**config.mk**
```make
export PLATFORM = sky130hd
export DESIGN_NAME = rr_mux
export DESIGN_NICKNAME = d
export VERILOG_FILES = /design/src/rtl/mux_pkg.sv /design/src/rtl/rr_arbiter.sv /design/src/rtl/rr_mux.sv
export SDC_FILE = /design/constraint.sdc
export NUM_CORES = 1
export LEC_CHECK = 0
export CAP_MARGIN = 40
export CORE_MARGIN = 4
export CORE_UTILIZATION = 35
export CTS_CLUSTER_SIZE = 10
export DETAILED_ROUTE_END_ITERATION = 7
export PLACE_DENSITY = 0.77
export SYNTH_ARGS = -nofsm -noshare
export SYNTH_HDL_FRONTEND = slang
export SYNTH_HIERARCHICAL = 1
export SYNTH_SLANG_ARGS = --single-unit
```
**constraint.sdc**
```tcl
create_clock -name clk -period 8.1 [get_ports clk]
set_input_delay 1.62 -clock clk [delete_from_list [all_inputs] [get_ports clk]]
set_output_delay 1.62 -clock clk [all_outputs]
set_load 0.01 [all_outputs]
```
**src/rtl/mux_pkg.sv**
```systemverilog
// Shared definitions for the round-robin multiplexer slice.
// Holds the mode encodings that rr_mux compares against its mode input.
package mux_pkg;

  // mode input encodings
  localparam logic MODE_DIRECT = 1'b0;
  localparam logic MODE_RR     = 1'b1;

endpackage

```
**src/rtl/rr_arbiter.sv**
```systemverilog
// Purely combinational rotating-priority search.
// Ports:
//   req       [N-1:0]    request vector, one bit per channel
//   ptr       [SELW-1:0] highest-priority channel this cycle (must be < N)
//   gnt_valid            at least one request is present
//   gnt_idx   [SELW-1:0] first requesting channel at or after ptr, wrapping at N
module rr_arbiter #(
  parameter int N    = 8,
  parameter int SELW = $clog2(N)
) (
  input  logic [N-1:0]    req,
  input  logic [SELW-1:0] ptr,
  output logic            gnt_valid,
  output logic [SELW-1:0] gnt_idx
);

  // One spare bit so ptr + offset never overflows before the modulo-N fold.
  localparam logic [SELW:0] N_W = (SELW+1)'(N);

  logic [SELW:0] sum_s;
  logic [SELW:0] cand_s;

  // Scan offsets from the farthest to the nearest; the nearest requester is
  // written last and therefore wins. The fold handles non-power-of-two N.
  always_comb begin
    gnt_valid = 1'b0;
    gnt_idx   = {SELW{1'b0}};
    sum_s     = {(SELW+1){1'b0}};
    cand_s    = {(SELW+1){1'b0}};
    for (int i = N - 1; i >= 0; i--) begin
      sum_s     = {1'b0, ptr} + (SELW+1)'(i);
      cand_s    = (sum_s >= N_W) ? (sum_s - N_W) : sum_s;
      gnt_valid = gnt_valid | req[cand_s[SELW-1:0]];
      gnt_idx   = req[cand_s[SELW-1:0]] ? cand_s[SELW-1:0] : gnt_idx;
    end
  end

endmodule

```
**src/rtl/rr_mux.sv**
```systemverilog
// N-channel multiplexer with valid/ready handshakes and a single registered
// output stage. Channels are picked either directly by index (mode 0) or by a
// rotating round-robin scan (mode 1).
// Ports:
//   clk, rst             rising-edge clock, synchronous active-high reset
//   mode                 0 = direct select, 1 = round-robin
//   sel       [SELW-1:0] channel index used in direct mode
//   in_data   [N*W-1:0]  channel k at bits [k*W +: W]
//   in_valid  [N-1:0]    per-channel valid
//   in_ready  [N-1:0]    per-channel accept strobe (combinational, one-hot or zero)
//   out_data  [W-1:0]    registered selected word
//   out_valid            out_data holds an unconsumed word
//   out_ready            downstream accepts out_data
//   out_chan  [SELW-1:0] channel that sourced out_data
module rr_mux
  import mux_pkg::*;
#(
  parameter int N    = 8,
  parameter int W    = 8,
  parameter int SELW = $clog2(N)
) (
  input  logic            clk,
  input  logic            rst,
  input  logic            mode,
  input  logic [SELW-1:0] sel,
  input  logic [N*W-1:0]  in_data,
  input  logic [N-1:0]    in_valid,
  output logic [N-1:0]    in_ready,
  output logic [W-1:0]    out_data,
  output logic            out_valid,
  input  logic            out_ready,
  output logic [SELW-1:0] out_chan
);

  localparam logic [SELW:0]   N_W      = (SELW+1)'(N);
  localparam logic [SELW-1:0] LAST_IDX = SELW'(N - 1);

  logic [SELW-1:0] ptr_r;
  logic [W-1:0]    out_data_r;
  logic [SELW-1:0] out_chan_r;
  logic            out_valid_r;

  logic            free_s;
  logic            sel_ok_s;
  logic            arb_valid_s;
  logic [SELW-1:0] arb_idx_s;
  logic            gnt_s;
  logic            rr_gnt_s;
  logic [SELW-1:0] gnt_idx_s;
  logic [SELW-1:0] ptr_next_s;

  rr_arbiter #(
    .N    (N),
    .SELW (SELW)
  ) u_arb (
    .req       (in_valid),
    .ptr       (ptr_r),
    .gnt_valid (arb_valid_s),
    .gnt_idx   (arb_idx_s)
  );

  // Output stage can accept a word if empty or being drained this cycle.
  always_comb begin
    free_s   = ~out_valid_r | out_ready;
    sel_ok_s = ({1'b0, sel} < N_W);
  end

  // Grant selection; nothing is granted during reset or while the stage is full.
  always_comb begin
    gnt_s     = 1'b0;
    rr_gnt_s  = 1'b0;
    gnt_idx_s = {SELW{1'b0}};
    if (rst || !free_s) begin
      gnt_s = 1'b0;
    end else if (mode == MODE_RR) begin
      gnt_s     = arb_valid_s;
      rr_gnt_s  = arb_valid_s;
      gnt_idx_s = arb_idx_s;
    end else if (sel_ok_s && in_valid[sel]) begin
      gnt_s     = 1'b1;
      gnt_idx_s = sel;
    end else begin
      gnt_s = 1'b0;
    end
  end

  // Ready strobe back to the granted channel and the post-grant pointer.
  always_comb begin
    in_ready   = gnt_s ? ({{(N-1){1'b0}}, 1'b1} << gnt_idx_s) : {N{1'b0}};
    ptr_next_s = (gnt_idx_s == LAST_IDX) ? {SELW{1'b0}} : (gnt_idx_s + SELW'(1));
  end

  // Output register and round-robin pointer. A grant in the same cycle as a
  // consume reloads the stage, so out_valid stays high at full throughput.
  always_ff @(posedge clk) begin
    if (rst) begin
      out_valid_r <= 1'b0;
      out_data_r  <= {W{1'b0}};
      out_chan_r  <= {SELW{1'b0}};
      ptr_r       <= {SELW{1'b0}};
    end else if (gnt_s) begin
      out_valid_r <= 1'b1;
      out_data_r  <= in_data[gnt_idx_s*W +: W];
      out_chan_r  <= gnt_idx_s;
      ptr_r       <= rr_gnt_s ? ptr_next_s : ptr_r;
    end else if (free_s) begin
      out_valid_r <= 1'b0;
    end
  end

  assign out_data  = out_data_r;
  assign out_valid = out_valid_r;
  assign out_chan  = out_chan_r;

endmodule

```
* Yosys cells after proc, flatten, opt, wreduce, memory -nomap -nowiden *
Index checks and enable logic that the tools add are counted.

operators by class
  $add $sub $neg = 16
  shift-type cells = 2
  muxes and demuxes = 46
  equal/unequal tests = 1
  magnitude comparators = 17
  bitwise operators = 9
  reductions and logical operators = 4

operators by type and width
  operator                                                                             number
  64-bit by 7-bit variable part select with 8-bit output                               1
  3-bit two-way mux                                                                    20
  3-bit by 4-bit < comparator with 1-bit output, second input constant                 9
  4-bit greater-or-equal comparator, second input constant                             7
  1-bit binary-select mux with 3-bit select                                            9
  3-bit by 1-bit subtractor with 3-bit output, second input constant                   8
  3-bit by 3-bit adder with 4-bit output, second input constant                        4
  1-bit two-way mux                                                                    16
  3-bit by 2-bit adder with 4-bit output, second input constant                        2
  8-bit two-way mux                                                                    1
  1-bit OR                                                                             8
  1-bit by 3-bit << shifter with 8-bit output, first input constant                    1
  3-bit by 1-bit adder with 4-bit output, second input constant                        1
  3-bit by 4-bit greater-or-equal comparator with 1-bit output, second input constant  1
  3-bit by 1-bit adder with 3-bit output, second input constant                        1
  3-bit == test, second input constant                                                 1
  2-bit AND reduction                                                                  1
  2-bit nonzero test                                                                   1
  1-bit zero test                                                                      1
  1-bit logical OR                                                                     1
  1-bit NOT                                                                            1

word-level totals
  output and inout port bits = 20
  input bits = 79
  flip-flop bits (word level) = 15

* Depth between registers and ports, before layout *
  depth in word-level cells = 17
  depth in mapped cells = 19

* Hierarchy *
The synthesis kept the hierarchy.

by module, submodules not included
  module      instances  area each (um^2)  cells an instance
  rr_mux      1          1400.1            157
  rr_arbiter  1          812.0             95

* Worst setup path after synthesis *
OpenSTA, ideal clock, no wires.

  path type = input -> output
  start = input port in_valid[2]
  end = output port in_ready[4]
  buffers on the path = 2
  data required time = 6.480 ns
  slack = 2.454 ns
  arrival time = 4.026 ns
  stages on the path = 13
  path through = mux4_2 > mux2_2 > o21bai_1 > a21boi_1 > mux2_1 > nand2_1 > nand3_2 > nand2_4 > inv_4 > buf_12 > buf_6 > ha_1 > and2_1

between the ends
  cells in the longest elaborated chain, start to end = 14

ends and longest elaborated chain
  item                                           RTL line          text
  start: declaration                             rr_mux.sv:27      input logic [N-1:0] in_valid,
  1-bit binary-select mux with 3-bit select      rr_arbiter.sv:34  gnt_idx = req[cand_s[SELW-1:0]] ? cand_s[SELW-1:0] : gnt_idx;
  1-bit two-way mux (not written as such)        rr_arbiter.sv:34
  3-bit two-way mux (7 in series)                rr_arbiter.sv:34
  3-bit two-way mux *                            rr_arbiter.sv:34
  named net arb_idx_s[0]                         rr_mux.sv:46      logic [SELW-1:0] arb_idx_s;
  3-bit two-way mux *                            rr_mux.sv:75      end else if (mode == MODE_RR) begin
  3-bit two-way mux *                            rr_mux.sv:73      if (rst || !free_s) begin
  1-bit by 3-bit << shifter with 8-bit output *  rr_mux.sv:89      in_ready = gnt_s ? ({{(N-1){1'b0}}, 1'b1} << gnt_idx_s) : {N{1'b0}};
  8-bit two-way mux *                            rr_mux.sv:89
  end: declaration                               rr_mux.sv:28      output logic [N-1:0] in_ready,

Mark *: on every way through the listed nets, which the timed path passes. The rest lies on a longest branch. The select of a mux whose other input is x is not followed.

* Worst setup path after layout *
  start = input port in_valid[3]
  end = output port in_ready[4]

The elaborated chain is that of the path after synthesis.

==> results.sh <==
export IMPL_worstMarginPinSlew_ps=803
export IMPL_leakagePower_uw=0.00114
export IMPL_cts_resized=0
export IMPL_core_area_mm2=0.00603
export IMPL_wire_per_inst_um=18.0
export IMPL_cts_tree="built"
export IMPL_postRouteAntennaNets=0
export IMPL_gp_congestion=0.863
export IMPL_dpl_cell_area_mm2=0.00317
export IMPL_cts_htree_levels=1
export IMPL_drtIter0Drc=226
export IMPL_post_cts_buffers=0
export IMPL_power_density_mw_per_mm2=122
export IMPL_yosys_warnings=6
export IMPL_ys_ff_latch=15
export IMPL_avgSynthCellArea_um2=8.78
export IMPL_finClkSkew_ps=2.72
export IMPL_hold_viol=0
export IMPL_cts_hold_buffers=0
export IMPL_status="complete, no violations"
export IMPL_pwr_share_clk=0.155
export IMPL_start_kind="input port"
export IMPL_period_minus_slack_ps=6800
export IMPL_track_usage=0.184
export IMPL_numCtsBuffers=3
export IMPL_via_per_inst=5.90
export IMPL_grt_max_degree=29
export IMPL_peakVddDrop_mv=0.0775
export IMPL_clk_pin_slew_ps=60
export IMPL_cp_data_required_time_ps=6480
export IMPL_synth_async_sr_flop_share=0
export IMPL_seq_power_share=0.251
export IMPL_clock_latency_ps=250
export IMPL_synthCells=252
export IMPL_fin_nets=419
export IMPL_cp_max_fo=22
export IMPL_wl_um=7410
export IMPL_clock_sinks=15
export IMPL_clockBufferDepth=2
export IMPL_synth_flop_cell="dfxtp_1"
export IMPL_crit_arrival_ps=5180
export IMPL_io_buffers=98
export IMPL_worstSetupPathType="input port to output pin"
export IMPL_rows=28
export IMPL_max_stage_delay_ps=540
export IMPL_synth_cell_type_count=61
export IMPL_initial_core_util=0.367
export IMPL_placed_cells=407
export IMPL_die_area_mm2=0.00766
export IMPL_slew_violations=0
export IMPL_swShare=0.378
export IMPL_die_h_um=87.5
export IMPL_power_uw=392
export IMPL_utilization=0.533
export IMPL_synth_edf_count=0
export IMPL_diodes=0
export IMPL_chipWidth_um=87.5
export IMPL_syn_nets=334
export IMPL_drive_above_1_share=0.110
export IMPL_end_kind="output pin"
export IMPL_layout_cells_non_filler=411
export IMPL_nFillCells=540
export IMPL_grt_antenna_before_repair=0
export IMPL_finalInstanceArea_mm2=0.00321
export IMPL_drv_cap=0
export IMPL_rsz0062_at_grt="no"
export IMPL_fin_tns_setup_ps=0
export IMPL_slew_headroom=0.464
export IMPL_grt_pass1_wl_um=11400
export IMPL_drtPass1Iterations=4
export IMPL_path_cells="clkdlybuf4s50_1 -> mux4_2 -> mux2_2 -> o21bai_1 -> a21boi_1 -> mux2_1 -> nand2_1 -> nand3_2 -> nand2_4 -> inv_4 -> ha_1 -> and2_1 -> clkdlybuf4s50_1"
export IMPL_pin_count=99
export IMPL_path_common_cell="clkdlybuf4s50_1"
export IMPL_syn_to_final_growth_pct=45.2
export IMPL_gr_total_overflow=0
export IMPL_cp_slowest_cell="clkdlybuf4s50_1"
export IMPL_internal_power_uw=244
export IMPL_synth_yosys_seq_area_share=0.136
export IMPL_route_detailed_drc=0
export IMPL_syn_area_mm2=0.00221
export IMPL_via_count=2425
export IMPL_p_switching_uw=148
export IMPL_post_route_period_util=0.839
export IMPL_grt_pass1_vias=2337
export IMPL_hold_path_class="register to register"
export IMPL_setup_viol=0
export IMPL_max_freq_mhz=147
export IMPL_pwr_share_comb=0.594
export IMPL_dp_hpwl_um=5960
export IMPL_cts_root_buf="clkbuf_8"
-- cells in the final DEF (no fill, tap or decap), drive strengths merged, types with 8 or more instances in the layout --
master	netlist	routed
nor2	10	10
mux2i	12	12
mux2	12	12
a21boi	9	9
nand3	9	9
a221o	10	10
clkdlybuf4s50	0	98
a221oi	9	9
nand2	37	37
a21oi	8	8
mux4	16	16
nor3	9	9
inv	10	10
dfxtp	15	15
o21ai	9	9
-- final cells by class --
cell class,instances,area [um2],area share
sequential,15,300,0.0935
multi-input combinational,208,1740,0.543
inverter,10,40.0,0.0125
timing repair buffer,99,988,0.308
clock inverter,1,5.00,0.00156
tap,75,93.8,0.0292
clock buffer,3,41.3,0.0129
-- critical path: cells and delay by family --
kind                     cells  cell delay, ps
multiplexers                 3            1160
adder cells (fa/ha/maj)      1             230
AND/OR/NAND/NOR              4             660
AO/OA/AOI/OAI                2             350
buffers and inverters        3            1160
-- state kept, by name (all words and copies together), names as in the netlist --
signal / flops
out_data: 8
ptr_r: 3
out_chan: 3
out_valid: 1
-- power groups by stage --
| stage | logic, uW | registers [uW] | clock network (uW) |
|---|---|---|---|
| floorplan | 146 | 96.6 | 0 |
| global placement | 228 | 98.9 | 0 |
| detailed placement | 230 | 98.9 | 0 |
| CTS | 231 | 98.2 | 61.8 |
| global route | 249 | 100 | 65.6 |
| finish | 233 | 98.2 | 60.9 |
-- worst paths after layout --
check	startpoint	endpoint	slack, ps	depth (start not counted)
min	out_chan[1]$_SDFFE_PP0P_	out_chan[1]$_SDFFE_PP0P_	460	2
max reg2reg	ptr_r[0]$_SDFFE_PP0P_	out_data[0]$_SDFFE_PP0P_	3460	14
min reg2reg	out_chan[1]$_SDFFE_PP0P_	out_chan[1]$_SDFFE_PP0P_	460	2
max	in_valid[3]	in_ready[4]	1300	13
-- routing by layer --
layer  vias up  track usage  routed length [um]
li1       1165            -                   -
met1      1126        0.231                2910
met2       120        0.323                3850
met3        14       0.0369                 495
met4         0       0.0488                 160
met5         -            0                   0
-- kinds of logic after synthesis --
kind of cell	count (synthesis)	share of synthesized area
AO/OA/AOI/OAI	75	0.278
XOR/XNOR	4	0.0158
adder cells (fa/ha/maj)	3	0.0170
AND/OR/NAND/NOR	86	0.188
flip-flops	15	0.136
buffers and inverters	29	0.0769
multiplexers	40	0.288
-- per-stage QoR --
| step | hold WS, ps | setup WS, ps |
|---|---|---|
| floorplan | 453 | 2450 |
| global placement | 443 | 1380 |
| detailed placement | 446 | 1330 |
| CTS | 460 | 1330 |
| global route | 467 | 1070 |
| finish | 463 | 1300 |
-- cell usage after synthesis, drive strengths merged (3+ instances only) --
library cell | count | share of area
nand4 | 3 | 0.0085
nor2 | 10 | 0.017
mux4 | 16 | 0.17
mux2i | 12 | 0.054
a21oi | 8 | 0.018
a221oi | 9 | 0.036
nand2b | 5 | 0.014
o21ai | 9 | 0.020
nor3 | 9 | 0.020
a221o | 10 | 0.046
a311oi | 7 | 0.028
inv | 10 | 0.018
a21boi | 9 | 0.031
mux2 | 12 | 0.066
buf | 18 | 0.057
dfxtp | 15 | 0.14
nand3 | 9 | 0.023
nand2 | 37 | 0.066
a22oi | 3 | 0.010
ha | 3 | 0.017
and3 | 3 | 0.0085
a211oi | 3 | 0.010
and2 | 4 | 0.011
(Power assumes the default switching activity.)
